--- src/rtl/bus_generator_n_arbiter_pkg.sv ---
`default_nettype none
// ============================================================================
// Module   : bus_generator_n_arbiter_pkg
// Brief    : Shared types and helpers for the bus generator / arbiter.
// Revision : 1.0 - initial release
// ============================================================================
package bus_generator_n_arbiter_pkg;

    localparam int ID_W        = 8;
    localparam int c_max_pkt_w = 256;

    typedef enum logic [1:0] {
        IDLE = 2'd0,
        POP  = 2'd1,
        PUSH = 2'd2
    } lane_state_t;

    // Packets narrower than c_max_pkt_w are passed zero-extended.
    function automatic logic [ID_W-1:0] get_dest(input logic [c_max_pkt_w-1:0] pkt,
                                                 input int pkt_w);
        return pkt[pkt_w-1 -: ID_W];
    endfunction

endpackage
`default_nettype wire

--- src/rtl/bus_generator_n_arbiter_if.sv ---
`default_nettype none
// ============================================================================
// Module   : bus_if
// Brief    : Per-device FIFO handshake bundle for all bus lanes.
// Revision : 1.0 - initial release
// ============================================================================
interface bus_if #(
    parameter int bits    = 1,
    parameter int drvrs   = 4,
    parameter int pckg_sz = 16
);
    logic [bits-1:0][drvrs-1:0]              pndng;
    logic [bits-1:0][drvrs-1:0]              push;
    logic [bits-1:0][drvrs-1:0]              pop;
    logic [bits-1:0][drvrs-1:0][pckg_sz-1:0] D_pop;
    logic [bits-1:0][drvrs-1:0][pckg_sz-1:0] D_push;

    modport master (input  pndng, D_pop, output push, pop, D_push);
    modport slave  (output pndng, D_pop, input  push, pop, D_push);
endinterface
`default_nettype wire

--- src/rtl/bus_generator_n_arbiter_lane.sv ---
`default_nettype none
// ============================================================================
// Module   : bus_lane_arbiter
// Brief    : One bus lane: round-robin grant, pop one packet, route it.
// Revision : 1.0 - initial release
// ============================================================================
module bus_lane_arbiter
    import bus_generator_n_arbiter_pkg::*;
#(
    parameter int              DRVRS     = 4,
    parameter int              PCKG_SZ   = 16,
    parameter logic [ID_W-1:0] BROADCAST = 8'hFF
) (
    input  wire logic                           clk,
    input  wire logic                           rst,
    input  wire logic [DRVRS-1:0]               i_pndng,
    input  wire logic [DRVRS-1:0][PCKG_SZ-1:0]  i_d_pop,
    output logic      [DRVRS-1:0]               o_pop,
    output logic      [DRVRS-1:0]               o_push,
    output logic      [PCKG_SZ-1:0]             o_d_push
);

    localparam int               c_sel_w = (DRVRS > 1) ? $clog2(DRVRS) : 1;
    localparam logic [DRVRS-1:0] c_one   = DRVRS'(1);

    lane_state_t          r_state;
    logic [c_sel_w-1:0]   r_last;
    logic [c_sel_w-1:0]   r_sel;
    logic [PCKG_SZ-1:0]   r_pkt;
    logic [DRVRS-1:0]     r_pop;
    logic [DRVRS-1:0]     r_push;

    logic [c_sel_w-1:0]   w_grant;
    logic                 w_any;
    logic [PCKG_SZ-1:0]   w_head;
    logic [ID_W-1:0]      w_dest;
    logic [DRVRS-1:0]     w_push_mask;

    // Scan downward so the nearest requester after r_last wins.
    always_comb begin
        w_grant = '0;
        w_any   = |i_pndng;
        for (int i = DRVRS; i >= 1; i--) begin
            if (i_pndng[c_sel_w'((int'(r_last) + i) % DRVRS)])
                w_grant = c_sel_w'((int'(r_last) + i) % DRVRS);
        end
    end

    assign w_head = i_d_pop[r_sel];
    assign w_dest = get_dest(c_max_pkt_w'(w_head), PCKG_SZ);

    always_comb begin
        w_push_mask = '0;
        for (int d = 0; d < DRVRS; d++) begin
            if (w_dest == BROADCAST)
                w_push_mask[d] = (d != int'(r_sel));
            else
                w_push_mask[d] = (int'(w_dest) == d);
        end
    end

    always_ff @(posedge clk or posedge rst) begin
        if (rst) begin
            r_state <= IDLE;
            r_last  <= c_sel_w'(DRVRS - 1);
            r_sel   <= '0;
            r_pkt   <= '0;
            r_pop   <= '0;
            r_push  <= '0;
        end else begin
            r_pop  <= '0;
            r_push <= '0;
            case (r_state)
                IDLE: begin
                    if (w_any) begin
                        r_sel   <= w_grant;
                        r_last  <= w_grant;
                        r_pop   <= c_one << w_grant;
                        r_state <= POP;
                    end
                end
                POP: begin
                    r_pkt   <= w_head;
                    r_push  <= w_push_mask;
                    r_state <= PUSH;
                end
                PUSH:    r_state <= IDLE;
                default: r_state <= IDLE;
            endcase
        end
    end

    assign o_pop    = r_pop;
    assign o_push   = r_push;
    assign o_d_push = r_pkt;

endmodule
`default_nettype wire

--- src/rtl/bus_generator_n_arbiter.sv ---
`default_nettype none
// ============================================================================
// Module   : bus_generator_n_arbiter
// Brief    : Shared-bus generator/arbiter; one independent lane per bus.
// Revision : 1.0 - initial release
// ============================================================================
module bus_generator_n_arbiter
    import bus_generator_n_arbiter_pkg::*;
#(
    parameter int              bits      = 1,
    parameter int              drvrs     = 4,
    parameter int              pckg_sz   = 16,
    parameter logic [ID_W-1:0] broadcast = 8'hFF
) (
    input  wire logic clk,
    input  wire logic reset,
    bus_if.master     bus
);

    logic [bits-1:0][pckg_sz-1:0] w_d_push;

    for (genvar b = 0; b < bits; b++) begin : g_lane
        bus_lane_arbiter #(
            .DRVRS     (drvrs),
            .PCKG_SZ   (pckg_sz),
            .BROADCAST (broadcast)
        ) u_lane (
            .clk      (clk),
            .rst      (reset),
            .i_pndng  (bus.pndng[b]),
            .i_d_pop  (bus.D_pop[b]),
            .o_pop    (bus.pop[b]),
            .o_push   (bus.push[b]),
            .o_d_push (w_d_push[b])
        );

        for (genvar d = 0; d < drvrs; d++) begin : g_dev
            assign bus.D_push[b][d] = w_d_push[b];
        end
    end

endmodule
`default_nettype wire

--- src/flat_wrapper.sv ---
// flat-port wrapper written by rule: the top's interface ports become plain ports
module bus_generator_n_arbiter_flat import bus_generator_n_arbiter_pkg::*;
#(
    parameter int              bits      = 1,
    parameter int              drvrs     = 4,
    parameter int              pckg_sz   = 16,
    parameter logic [ID_W-1:0] broadcast = 8'hFF
)
  (clk, reset, bus_pndng, bus_D_pop, bus_push, bus_pop, bus_D_push);
  bus_if #(.bits(bits), .drvrs(drvrs), .pckg_sz(pckg_sz)) bus_i ();
  input  wire logic clk;
  input  wire logic reset;
  input wire logic [$bits(bus_i.pndng)-1:0] bus_pndng;
  input wire logic [$bits(bus_i.D_pop)-1:0] bus_D_pop;
  output wire logic [$bits(bus_i.push)-1:0] bus_push;
  output wire logic [$bits(bus_i.pop)-1:0] bus_pop;
  output wire logic [$bits(bus_i.D_push)-1:0] bus_D_push;
  assign bus_i.pndng = bus_pndng;
  assign bus_i.D_pop = bus_D_pop;
  assign bus_push = bus_i.push;
  assign bus_pop = bus_i.pop;
  assign bus_D_push = bus_i.D_push;
  bus_generator_n_arbiter #(.bits(bits), .drvrs(drvrs), .pckg_sz(pckg_sz), .broadcast(broadcast)) u_core (.clk(clk), .reset(reset), .bus(bus_i));
endmodule
--- config.mk ---
export PLATFORM = sky130hd
export DESIGN_NAME = bus_generator_n_arbiter_flat
export DESIGN_NICKNAME = d
export VERILOG_FILES = /design/src/rtl/bus_generator_n_arbiter_pkg.sv /design/src/rtl/bus_generator_n_arbiter_if.sv /design/src/rtl/bus_generator_n_arbiter_lane.sv /design/src/rtl/bus_generator_n_arbiter.sv /design/src/flat_wrapper.sv
export SDC_FILE = /design/constraint.sdc
export NUM_CORES = 1
export LEC_CHECK = 0
export BUFFER_PORTS_ARGS = -buffer_cell sky130_fd_sc_hd__buf_2
export CAP_MARGIN = 20
export CORE_ASPECT_RATIO = 1.75
export CORE_MARGIN = 1
export CORE_UTILIZATION = 40
export CTS_CLUSTER_DIAMETER = 200
export DETAILED_ROUTE_END_ITERATION = 7
export PLACE_DENSITY = 0.78
export SYNTH_ARGS = -nofsm -noshare
export SYNTH_HDL_FRONTEND = slang
export SYNTH_SLANG_ARGS = --single-unit
--- constraint.sdc ---
create_clock -name clk -period 5.7 [get_ports clk]
set_input_delay 0.285 -clock clk [delete_from_list [all_inputs] [get_ports clk]]
set_output_delay 0.285 -clock clk [all_outputs]
set_load 0.005 [all_outputs]
Yosys cells after proc, flatten, opt, wreduce, memory -nomap -nowiden
Cells that the tools add are included.

Latch bits: 0. Logic and storage cells: 57. Output and inout port bits: 72. RAM bits: 0. Input bits: 70. Register bits after elaboration: 30. ROM bits: 0. Memories kept: 0.

Equal/unequal tests: 9. Divide/modulo/power cells: 0. Multiply operators: 0. Add/sub/neg operators: 4. Mux-type cells: 27. Bitwise gates (word level): 0. Reductions and logical operators: 5. Order comparisons: 5. Shift-type cells: 1.

Operator list (number): $bmux W16 S2 (1); $eq A8 B3 Y1 const B (2); $lt A2 B4 Y1 const B (4); $mux W16 (1); $mux W1 (12); $mux W4 (3); $mux W2 (5); $bmux W1 S2 (4); $eq A8 B2 Y1 const B (1); $eq A8 B8 Y1 const B (1); $logic_not A8 Y1 (1); $add A2 B1 Y2 const B (2); $add A2 B2 Y2 const B (2); $ne A2 B2 Y1 const A (2); $pmux W2 S2 (1); $reduce_or A4 Y1 (1); $shl A1 B2 Y4 const A (1); $lt A2 B3 Y1 const B (1); $eq A2 B1 Y1 const B (1); $logic_not A2 Y1 (1); $ne A1 B2 Y1 const A (1); $ne A2 B2 Y1 const B (1); $reduce_and A2 Y1 (1); $reduce_bool A2 Y1 (1).

Depth between registers and ports, before layout
Word-level depth: 11. Gate-level depth with buffers: 6. Depth with buffers taken out: 5.

Hierarchy
Synthesis repeated with hierarchy kept, for this count alone.

Cell total of the unflattened synthesis: 195. Area total of the unflattened synthesis: 2013.2 µm².

By module, submodules not included: bus_lane_arbiter (cells an instance 147, area an instance 1652.8 µm², instances 1); bus_generator_n_arbiter (cells an instance 48, area an instance 360.3 µm², instances 1).

Worst setup path before layout
OpenSTA, ideal clock, no wires.

Path kind: register to register. Start point: register u_core.g_lane[0].u_lane.r_sel[0]. End point: register u_core.g_lane[0].u_lane.r_push[0]. Slack: 3893 ps. Data arrival time: 1712 ps. Path buffers: 1. Required time: 5605 ps. Stages on the path, launching flop included: 6. Setup time: 95 ps. Cells stage by stage: dfrtp_1 -> buf_6 -> mux4_2 -> nor4_4 -> nand2_2 -> o32ai_2.

Cells in the longest elaborated chain, start to end: 5. Elaborated cells on any way between the ends: 7. Classes of those cells: eq/ne (1); mux (4); reduce/logical (2).

Ends and longest elaborated chain: start: declaration (line bus_generator_n_arbiter_lane.sv:28) `logic [c_sel_w-1:0] r_sel;`; start signal: assignment (line bus_generator_n_arbiter_lane.sv:76) `r_sel <= w_grant;`; $bmux W16 S2 (line bus_generator_n_arbiter_lane.sv:49) `assign w_head = i_d_pop[r_sel];`; $mux W16 (implied by the code) (line bus_generator_n_arbiter_lane.sv:49); $eq A8 B8 Y1 or $logic_not A8 Y1 (tied branches) (line bus_generator_n_arbiter_lane.sv:55, bus_generator_n_arbiter_lane.sv:58); $mux W1 (*) (line bus_generator_n_arbiter_lane.sv:55) `if (w_dest == BROADCAST)`; $mux W4 (*) (line bus_generator_n_arbiter_lane.sv:73) `case (r_state)`; end signal: assignment (line bus_generator_n_arbiter_lane.sv:84) `r_push <= w_push_mask;`; end: declaration (line bus_generator_n_arbiter_lane.sv:31) `logic [DRVRS-1:0] r_push;`.

Every way passes the cells marked *; elsewhere a longest branch is shown, timed or not. The select of a mux whose other input is x is not followed. A chain may end at the register's enable or synchronous reset.

Final worst setup path
Ends and elaborated chain as after synthesis.

==> flow_summary_export.csv <==
group,metric,value,unit
sta,clock_skew,3.58,ps
clock_tree,ctsResizeCount,0,
yosys,yosysTopAreaCell,"dfrtp_1",
yosys,synthArstFlopShare,100,%
yosys,yosys_warnings,0,
grt,grt_max_degree,31,
drt,ant_nets,0,
outcome,outcome,"complete, no violations",
drt,vias,1705,
sta,rsz0062_at_grt,"no",
critical_path,crit_path_start_kind,"register",
worst_hold_path,hold_class,"in2reg",
layout,area_growth,24.3,%
drt,drc,0,
grt,grt_usage,16.1,%
sta,tns,0,ps
grt,antenna_found_initial,0,
clock_tree,tritoncts,"yes",
grt,overflow,0,
clock_tree,numCtsBuffers,5,
placement,port_buffers,141,
critical_path,worstSetupPathType,"reg2reg",
die,die_w,56.0,um
drt,routed_wl,4500,um
yosys,synthDistinctLibCells,34,
critical_path,critPathMaxFanout,20,
sta,period_share,43.8,%
yosys,seq_area_frac_synth,36.9,%
power_and_ir_drop,peakVddDrop,0.000302,V
placement,detailed_place_hpwl,3620,um
sta,drv_slew,0,
grt,grt_first_pass_wirelength,6800,um
yosys,netlist.area_leader.share,34.3,%
clock_tree,cts.sinks,30,
sta,finalSetupViolCount,0,
yosys,syn_area_per_cell,10.5,sq um
die,die_h,96.5,um
clock_tree,clk_pin_slew_worst_paths,60,ps
yosys,syn_area,0.00204,sq mm
layout,nets,360,
layout,postLayoutCoreUtil,51.4,%
drt,wl_per_cell,13.0,um
power_and_ir_drop,power.density,491,mW/mm^2
clock_tree,cts-root-buf,"clkbuf_8",
critical_path,regToRegSetupSlack,3210,ps
grt,first_global_vias,1546,
yosys,syn_inst,195,
sta,fin_crit,2490,ps
yosys,synth_ff_type,"dfrtp_1",
die,core.rowCount,34,
yosys,syn_nets,265,
sta,worstMarginPinSlew,932,ps
sta,hold_viol,0,
critical_path,worst-endpoint-required,5880,ps
drt,dr.pass1.iters,4,
yosys,ys_top_cells_by_area,"dfrtp_1 (34%), buf_4 (18%), mux4_2 (9.9%), nand2_1 (9.4%), mux4_1 (9.0%)",
yosys,synth_edf_count,0,
die,start_util,41.4,%
critical_path,arrival,2680,ps
clock_tree,post-cts-setup-buffers,0,
drt,drt_iter0_drc,33,
sta,slew_headroom,37.9,%
placement,gp_congestion,0.760,
drt,viasPerCell,4.94,
layout,drive_gt1_share,57.7,%
run,drv_cap,0,
power_and_ir_drop,p_total,1.25,mW
die,coreArea,0.00493,sq mm
clock_tree,htreeDepth,2,
critical_path,end_kind,"register",
clock_tree,worst_skew_pair.late_latency,280,ps
layout,antenna_cells,0,
clock_tree,cts.path.max_buffers,2,
die,ios,142,
die,die_area,0.00540,sq mm
sta,clock.fmax,0.401,GHz
power_and_ir_drop,p_leak,1.42,nW
yosys,synth_seq_cells,30,
## kinds of logic after synthesis
group	count (synthesis)	share of synthesized area (%)
buffers and inverters	60	20.4
and+or+nand+nor	71	16.4
AOI/OAI and AO/OA	15	5.76
muxes	19	20.5
DFF	30	36.9
## state kept, by name, indices dropped and copies added, names as in the netlist
name	count
u_core.g_lane.u_lane.o_d_push	16
u_core.g_lane.u_lane.o_pop	4
u_core.g_lane.u_lane.o_push	4
u_core.g_lane.u_lane.r_last	2
u_core.g_lane.u_lane.r_sel	2
u_core.g_lane.u_lane.r_state	2
## final timing paths
path | cells after the start | startpoint | end
max | 4 | u_core.g_lane[0].u_lane.r_sel[0] | u_core.g_lane[0].u_lane.o_push[0]
min | 4 | bus_D_pop[5] | u_core.g_lane[0].u_lane.o_d_push[5]
max reg2reg | 4 | u_core.g_lane[0].u_lane.r_sel[0] | u_core.g_lane[0].u_lane.o_push[0]
min reg2reg | 2 | u_core.g_lane[0].u_lane.o_d_push[9] | u_core.g_lane[0].u_lane.o_d_push[9]
max in group asynchronous | 4 | reset | u_core.g_lane[0].u_lane.r_last[0]
min in group asynchronous | 3 | reset | u_core.g_lane[0].u_lane.o_pop[3]
## layout make-up
| class | count | area (sq um) |
|---|---|---|
| Clock buffer | 6 | 72.6 |
| Clock inverter | 2 | 10.0 |
| Fill cell | 442 | 2400 |
| Inverter | 5 | 18.8 |
| Multi-Input combinational cell | 105 | 872 |
| Sequential cell | 30 | 753 |
| Tap cell | 54 | 67.6 |
| Timing Repair Buffer | 143 | 743 |
## cell usage after synthesis (2+ instances only)
| library cell | number |
|---|---|
| nor2b_1 | 2 |
| o31ai_1 | 2 |
| dfrtp_1 | 28 |
| nand4b_1 | 2 |
| mux2_2 | 2 |
| a21o_1 | 3 |
| nor2_1 | 4 |
| nand2b_1 | 5 |
| clkbuf_1 | 4 |
| buf_4 | 48 |
| nand2_1 | 51 |
| dfstp_2 | 2 |
| o21ai_0 | 3 |
| buf_2 | 2 |
| inv_1 | 4 |
| mux4_2 | 9 |
| mux4_1 | 7 |
## placed cells by master, fill, tap and decap left out, types with 2 or more instances in the layout
cell type and instances:
buf_2 141, nand2_1 51, dfrtp_1 28, mux4_2 9, mux4_1 7, nand2b_1 5
clkbuf_8 5, nor2_1 4, inv_1 4, a21o_1 3, o21ai_0 3, nor2b_1 2
mux2_2 2, nand4b_1 2, o31ai_1 2, clkinv_2 2, dfstp_2 2
## report_power, final
group	internal [mW]	total [mW]	switching, mW	leakage, nW
Sequential	0.306	0.435	0.129	0.377
Combinational	0.351	0.651	0.300	1.00
Clock	0.0843	0.160	0.0759	0.0450
## through the flow
| step | area [sq um] | cells | worst slack [ps] | hold slack, ps |
|---|---|---|---|---|
| after global placement | 2420 | 335 | 3300 | 526 |
| after CTS | 2500 | 343 | 3210 | 306 |
| after detailed placement | 2420 | 335 | 3230 | 533 |
| after floorplan | 2040 | 195 | 3890 | 374 |
| final | 2540 | 345 | 3210 | 413 |
| after global routing | 2540 | 345 | 3030 | 427 |
## what timing repair did
action / in CTS / in global routing
endpoints found under the hold margin: 0 / 5
hold buffers: 0 / 1
endpoints found under the setup margin: 0 / 0
## critical path, cell delays in order (launching register included)
cell     delay [ps]
dfrtp_1         950
mux4_2          700
nor4_4          370
nand2_2         110
o32ai_2         270
## routing by layer
metal,wire length (um),vias to the layer above,track usage (%)
li1,-,818,-
met1,1650,794,17.7
met2,2500,83,29.4
met3,232,10,2.40
met4,112,0,9.55
met5,0,-,0
Power figures use the tool's default switching activity.
